[src/rtl/writeback_arbiter.sv]
// Register-file write port master: merges single-cycle ALU results with FIFO-buffered
// load results and tracks outstanding loads per destination for decode stalls.
module writeback_arbiter #(
    parameter int XLEN       = 32,
    parameter int AMOUNT     = 16,
    parameter int ADDRESSLEN = 4,
    parameter int DEPTH      = 2
) (
    input  logic                  clk,
    input  logic                  reset,
    input  logic                  alu_valid,
    output logic                  alu_ready,
    input  logic [ADDRESSLEN-1:0] alu_rd,
    input  logic [XLEN-1:0]       alu_data,
    input  logic                  ld_valid,
    output logic                  ld_ready,
    input  logic [ADDRESSLEN-1:0] ld_rd,
    input  logic [XLEN-1:0]       ld_data,
    input  logic                  iss_valid,
    input  logic [ADDRESSLEN-1:0] iss_rd,
    output logic [AMOUNT-1:0]     pend,
    output logic [XLEN-1:0]       data,
    output logic [ADDRESSLEN-1:0] rd,
    output logic                  wEn
);
    localparam int PW = $clog2(DEPTH);
    localparam int CW = PW + 1;

    logic [ADDRESSLEN-1:0] f_rd   [DEPTH];
    logic [XLEN-1:0]       f_data [DEPTH];
    logic [PW-1:0]         wr_ptr, rd_ptr;
    logic [CW-1:0]         count;

    logic                  full, push, pop, wr_sel;
    logic [ADDRESSLEN-1:0] wr_rd;
    logic [XLEN-1:0]       wr_data;
    logic [AMOUNT-1:0]     pend_nxt;

    assign full      = (count == CW'(DEPTH));
    assign ld_ready  = !full;
    assign alu_ready = !full;
    assign push      = ld_valid && !full;
    // A full FIFO takes priority so buffered loads always drain; otherwise ALU first.
    assign pop       = full || (!alu_valid && count != '0);

    always_comb begin
        wr_sel  = 1'b0;
        wr_rd   = '0;
        wr_data = '0;
        if (pop) begin
            wr_sel  = 1'b1;
            wr_rd   = f_rd[rd_ptr];
            wr_data = f_data[rd_ptr];
        end else if (alu_valid) begin
            wr_sel  = 1'b1;
            wr_rd   = alu_rd;
            wr_data = alu_data;
        end
    end

    // Clear before set so a re-issued load to the same register stays outstanding.
    always_comb begin
        pend_nxt = pend;
        if (pop)
            pend_nxt[f_rd[rd_ptr]] = 1'b0;
        if (iss_valid && iss_rd != '0)
            pend_nxt[iss_rd] = 1'b1;
        pend_nxt[0] = 1'b0;
    end

    always_ff @(posedge clk) begin
        if (push) begin
            f_rd[wr_ptr]   <= ld_rd;
            f_data[wr_ptr] <= ld_data;
        end
    end

    always_ff @(posedge clk) begin
        if (reset) begin
            wr_ptr <= '0;
            rd_ptr <= '0;
            count  <= '0;
            pend   <= '0;
            wEn    <= 1'b0;
            rd     <= '0;
            data   <= '0;
        end else begin
            if (push)
                wr_ptr <= wr_ptr + 1'b1;
            if (pop)
                rd_ptr <= rd_ptr + 1'b1;
            case ({push, pop})
                2'b10:   count <= count + CW'(1);
                2'b01:   count <= count - CW'(1);
                default: count <= count;
            endcase
            pend <= pend_nxt;
            // x0 writes are consumed but never reach the register file.
            wEn  <= wr_sel && (wr_rd != '0);
            if (wr_sel) begin
                rd   <= wr_rd;
                data <= wr_data;
            end
        end
    end
endmodule

[config.mk]
export PLATFORM = sky130hd
export DESIGN_NAME = writeback_arbiter
export DESIGN_NICKNAME = d
export VERILOG_FILES = /design/src/rtl/writeback_arbiter.sv
export SDC_FILE = /design/constraint.sdc
export NUM_CORES = 1
export LEC_CHECK = 0
export BUFFER_PORTS_ARGS = -buffer_cell sky130_fd_sc_hd__buf_2
export CAP_MARGIN = 30
export CORE_MARGIN = 10
export CORE_UTILIZATION = 29
export DETAILED_ROUTE_END_ITERATION = 6
export SKIP_LAST_GASP = 1
export SYNTH_ARGS = -nofsm -noshare
export SYNTH_HDL_FRONTEND = slang
export SYNTH_SLANG_ARGS = --single-unit
[constraint.sdc]
create_clock -name clk -period 4.89 [get_ports clk]
set_input_delay 0.2445 -clock clk [delete_from_list [all_inputs] [get_ports clk]]
set_output_delay 0.2445 -clock clk [all_outputs]
set_load 0.01 [all_outputs]
# Word-level counts from Yosys, hierarchy flattened
# Memories as Yosys holds them, arrays and structs flattened. A register that Yosys moved wholly into a read port is not among the register bits.
# Cells that the tools add are included.
[totals]
reg_bits = 57
ram_bits = 72
input_bits = 81
output_inout_bits = 55
wordCells = 56
n_memories = 2
[op_classes]
add_sub_neg = 4
magnitude_cmp = 4
n_eq_ne = 3
mux = 19
n_bitwise = 3
reduce_logical = 13
[memory_table]
columns = ["name", "words", "width", "rd", "rd_clocked_by_memory_dff", "write_ports", "line_no", "source"]
rows = [
  ["f_data", 2, 32, 1, 1, 1, "30", "logic [XLEN-1:0] f_data [DEPTH];"],
  ["f_rd", 2, 4, 1, 1, 1, "29", "logic [ADDRESSLEN-1:0] f_rd [DEPTH];"],
]
[ops]
columns = ["operator", "n"]
rows = [
  ["32-bit 2-to-1 mux", 2],
  ["16-bit 2-to-1 mux", 2],
  ["16-bit AND", 1],
  ["16-bit NOT", 1],
  ["16-bit OR", 1],
  ["4-bit by 5-bit less-than comparator with 1-bit output (second input constant)", 2],
  ["1-bit 2-to-1 mux", 10],
  ["1-bit demux with 4-bit select", 2],
  ["4-bit by 1-bit >= comparator with 1-bit output (second input constant)", 2],
  ["4-bit 2-to-1 mux", 2],
  ["4-bit nonzero test", 2],
  ["1-bit logical AND", 6],
  ["2-bit == test (second input constant)", 2],
  ["2-bit one-hot mux with 2 select lines", 1],
  ["2-bit nonzero test", 2],
  ["1-bit adder (second input constant)", 2],
  ["2-bit by 1-bit adder with 2-bit output (second input constant)", 1],
  ["2-bit by 1-bit == test with 1-bit output (second input constant)", 1],
  ["1-bit logical NOT", 2],
  ["2-bit by 1-bit subtractor with 2-bit output (second input constant)", 1],
  ["1-bit logical OR", 1],
]

# Depth between registers and ports, before layout
[depth]
word_depth = 9
ltp_mapped = 10
mapped_depth_nobuf = 6

# Least setup slack after synthesis
# Ideal clock, no wire load.
[synth_timing]
kind = "register -> register"
from = "reg count[0]"
to = "mem f_data[1][0] (enable)"
setup_ps = 397
t_arrival_ps = 1669
required_ps = 4493
slack_ps = 2824
path_stages_with_launch = 5
n_path_buf = 2
period_less_slack_ps = 2066
cell_sequence = "dfxtp_1 > buf_6 > nand2b_1 > buf_2 > and3_1"
[synth_between]
elab_chain_cells = 5
[synth_rtl]
columns = ["item", "line_no", "source"]
rows = [
  ["start: declaration", "32", "logic [CW-1:0] count;"],
  ["start signal: assignment", "93", "2'b10: count <= count + CW'(1);"],
  ["start signal: assignment", "94", "2'b01: count <= count - CW'(1);"],
  ["start signal: assignment", "95", "default: count <= count;"],
  ["2-bit == test", "39", "assign full = (count == CW'(DEPTH));"],
  ["1-bit logical NOT", "n/a", ""],
  ["named net alu_ready", "12", "output logic alu_ready,"],
  ["1-bit logical AND", "42", "assign push = ld_valid && !full;"],
  ["1-bit 2-to-1 mux", "72", "if (push) begin"],
  ["1-bit 2-to-1 mux (not written as such)", "74", "f_data[wr_ptr] <= ld_data;"],
  ["end: declaration", "30", ""],
]
# The timed path passes the listed nets, and every way through them passes these cells.

# Worst setup path in the final report
[layout_timing]
from = "reg count[0]"
to = "mem f_data[1][11] (enable)"
[layout_between]
elab_chain_cells = 5
[layout_rtl]
columns = ["item", "line_no"]
rows = [
  ["2-bit == test", "39"],
  ["1-bit logical NOT", "42"],
  ["1-bit logical AND", "42"],
  ["1-bit 2-to-1 mux", "72"],
  ["1-bit 2-to-1 mux (not written as such)", "74"],
]
# Every way passes these cells.

==> key figures <==
Run status
  • Status: finished, final reports clean

Synthesis
  • Post-Synth Simple-Gate Area: 17.3%
  • Sequential fraction of the synthesis area: 55.5%
  • Syn Nets: 616
  • Syn_area_per_cell: between 10 and 15 sq um
  • Synth Register Bits: 129
  • Number of library cell types mapped by synthesis: 43
  • Main combinational cell family by area after synthesis: simple AND/OR/NAND/NOR gates
  • EDFF count, synth: 72
  • Synthesized-area fraction occupied by adder cells: 0.210%
  • Synth Instances: 534
  • Mux cell area share after synthesis: 6.62%
  • Count of warnings emitted by yosys: 0
  • Post-synthesis cell area: 0.00595 sq mm
  • Ys async rst share: 0%
  • Top_reg_cell synth: edfxtp_1
  • XOR/XNOR share of the synthesized area: 0.294%
  • Complex-gate fraction of the synthesized area: around 15%

Route
  • Drt pass-1 iters: 4
  • WL/cell: 17.5 microns
  • DRC: 0
  • Vias per cell: 4.85
  • WL final: ~16,000 microns
  • ANT nets after route: 0
  • Total number of vias: 4,534
  • 1st-iter DRT viols: 396

Global routing
  • Initial antenna violation count: 1
  • GRT Overall Usage: 12.2%
  • GRT overflow: 0
  • First-pass GRT wire length: 25,400 microns
  • Vias in the first global route: 4,479
  • Largest net degree at the start of global routing: 58

Floorplan
  • Die height: roughly 160 microns
  • Core Region: 0.0202 sq mm
  • Site Rows: 52
  • Starting Density: 29.4%
  • Die X: 163 microns
  • I/O pin cnt: 136
  • Die Footprint: 0.0267 sq mm

Worst setup path
  • Worst R2R Start: count[0]
  • Setup CP Type: flip-flop to flip-flop
  • CP arrival: 2.55 ns
  • Startpoint types: flip-flop
  • R2R Setup Slk: around 2.4 ns
  • R2r endpoint: f_data[1][11]
  • CP required: 4.93 ns
  • FF-to-FF path depth: 2
  • Critical path peak fanout: 45
  • Worst Setup End Kind: flip-flop

Finish
  • Layout cell share with drive strength beyond 1: 32.5%
  • # fillers: 2,011
  • Fin nets: 733
  • Syn-to-layout area delta: 23.6%

Clocking
  • Worst-Skew Late Latency: 0.42 ns
  • H-tree depth: 4
  • TritonCTS clock tree: yes
  • CTS Buf Count: 17
  • Root Driver: clkbuf_16
  • CTS Sinks: about 130
  • Max Buffers Root-to-Sink: 2
  • Post-CTS setup buffers: 0
  • Clk slew on worst S/H paths: 0.06 ns

STA
  • Worst-margin pin slew: 0.959 ns
  • Crit path time final: between 2 and 3 ns
  • Peak Freq: about 400 MHz
  • Final Hold Viols: 0
  • Fin crit share: 51.4%
  • Setup TNS: 0 ns
  • RSZ-0062 raised after global routing: no
  • Slew Viols, Final: 0
  • Worst slew margin: 36.1%
  • Final Skew: about 0.0089 ns
  • # setup viols final: 0

Hold path
  • Hold endpoint: f_rd[1][2]
  • HP Start: ld_rd[2]
  • Worst Hold Class: input port to flip-flop
  • Cells on Worst Hold Path: 1

Power
  • Worst VDD drop: 0.279 mV
  • Leakage: 2.83 nW
  • Post-layout power: 0.00382 W
  • Pwr per Cell Area: 519 mW/mm^2

Place
  • Final Wtd Congestion: 0.807
  • Input/output buffers: 134
  • Post-DP HPWL: 10,900 microns

Run
  • Max-cap viol count: 0
==> flip-flops by register name (all words and copies together) (netlist names), named ones only <==
name / cells
f_data: 64
data: 32
pend: 15
f_rd: 8
rd: 4
count: 2
rd_ptr: 1
wEn: 1
wr_ptr: 1
==> cell usage in the layout, fill, tap and decap left out, types with 4 or more instances in the layout <==
cell type	Yosys	layout
a211oi_2	4	4
mux2_2	35	35
dlygate4sd3_1	0	7
or3b_1	35	35
buf_2	15	134
nand2b_1	5	5
or3_1	5	5
a311oi_1	13	13
dfxtp_1	57	54
clkbuf_16	0	17
a21o_1	34	34
nor2_1	5	5
o21ai_0	4	4
nand3_1	36	36
nand3b_1	5	5
a21oi_1	21	21
buf_4	6	6
edfxtp_1	72	72
a211oi_1	4	4
a31oi_1	34	34
nand2_1	84	84
clkinv_2	0	4
==> worst max path at each step <==
stage,end,startpoint,depth (start not counted)
2_1_floorplan,f_data[1][0],count[0],4
3_3_place_gp,f_data[1][19],count[0],2
3_5_place_dp,f_data[1][21],count[0],2
4_1_cts,f_data[1][11],count[0],2
5_1_grt,f_data[1][20],count[0],2
6_report,f_data[1][11],count[0],2
==> synthesized netlist by cell type (2+ instances only) <==
| master | count | share of area [%] |
|---|---|---|
| a311oi_1 | 13 | 1.9 |
| or3_1 | 5 | 0.53 |
| nor2_1 | 5 | 0.32 |
| edfxtp_1 | 72 | 36 |
| a21o_1 | 34 | 4.3 |
| a22oi_1 | 3 | 0.38 |
| nand2_1 | 84 | 5.3 |
| a211oi_1 | 4 | 0.50 |
| and3b_1 | 2 | 0.29 |
| dfxtp_1 | 57 | 19 |
| o32ai_1 | 2 | 0.29 |
| buf_4 | 6 | 0.76 |
| a21oi_1 | 21 | 1.8 |
| buf_2 | 15 | 1.3 |
| and3_1 | 2 | 0.21 |
| nand3b_1 | 5 | 0.63 |
| mux2_2 | 35 | 6.6 |
| a31oi_1 | 34 | 3.6 |
| o21ai_0 | 4 | 0.34 |
| a2111oi_1 | 2 | 0.34 |
| a211oi_2 | 4 | 0.84 |
| and2_1 | 2 | 0.21 |
| buf_6 | 10 | 1.9 |
| nand2b_1 | 5 | 0.53 |
| inv_1 | 3 | 0.19 |
| nand3_1 | 36 | 3.0 |
| clkbuf_1 | 18 | 1.1 |
| nor2b_1 | 2 | 0.21 |
| or3b_1 | 35 | 5.2 |
==> what timing repair did <==
action,CTS,global route
hold buffers,7,0
endpoints found under the hold margin,13,0
gates resized for setup,0,0
==> power breakdown <==
group          switching (W)  total, W  internal (W)
clock               0.000459   0.00123      0.000770
combinational       0.000608   0.00108      0.000467
sequential          0.000162   0.00151       0.00135
==> final cells by class <==
cell class,instances,area [sq um],area share (%)
Clock buffer,21,460,6.26
Inverter,3,11.3,0.153
Timing Repair Buffer,147,786,10.7
Tap cell,270,338,4.59
Sequential cell,129,3310,45.0
Antenna cell,1,2.50,0.0340
Clock inverter,11,111,1.51
Multi-Input combinational cell,353,2340,31.8
==> logic make-up after synthesis <==
logic type,count (synthesis)
buffers and inverters,52
XOR/XNOR,2
flip-flops,129
other,1
AO/OA/AOI/OAI,125
adder cells (fa/ha/maj),1
AND/OR/NAND/NOR,189
multiplexers,35
==> worst max-delay path, stage by stage (launching register included) <==
cell      delay (ns)
dfxtp_2         0.87
nand2b_1        0.40
and3_2          0.84
==> layer usage <==
layer | global-route usage [%] | wire, microns
met1 | 15.4 | 7390
met2 | 19.1 | 7720
met3 | 4.05 | 1060
met4 | 4.51 | 221
met5 | 0 | 0
==> per-stage QoR <==
stage / setup slack, ns / instances / utilization (%) / hold slack, ns / instance area, sq um
global placement: 2.38 / 895 / 33.2 / 0.435 / 6710
floorplan: 2.82 / 534 / - / 0.343 / 5950
finish: 2.38 / 935 / 36.4 / 0.0187 / 7360
global route: 2.15 / 934 / 36.3 / 0.00424 / 7350
CTS: 2.32 / 934 / 36.3 / 0.000402 / 7350
detailed placement: 2.32 / 895 / 33.2 / 0.437 / 6710
Power figures use the tool's default switching activity.
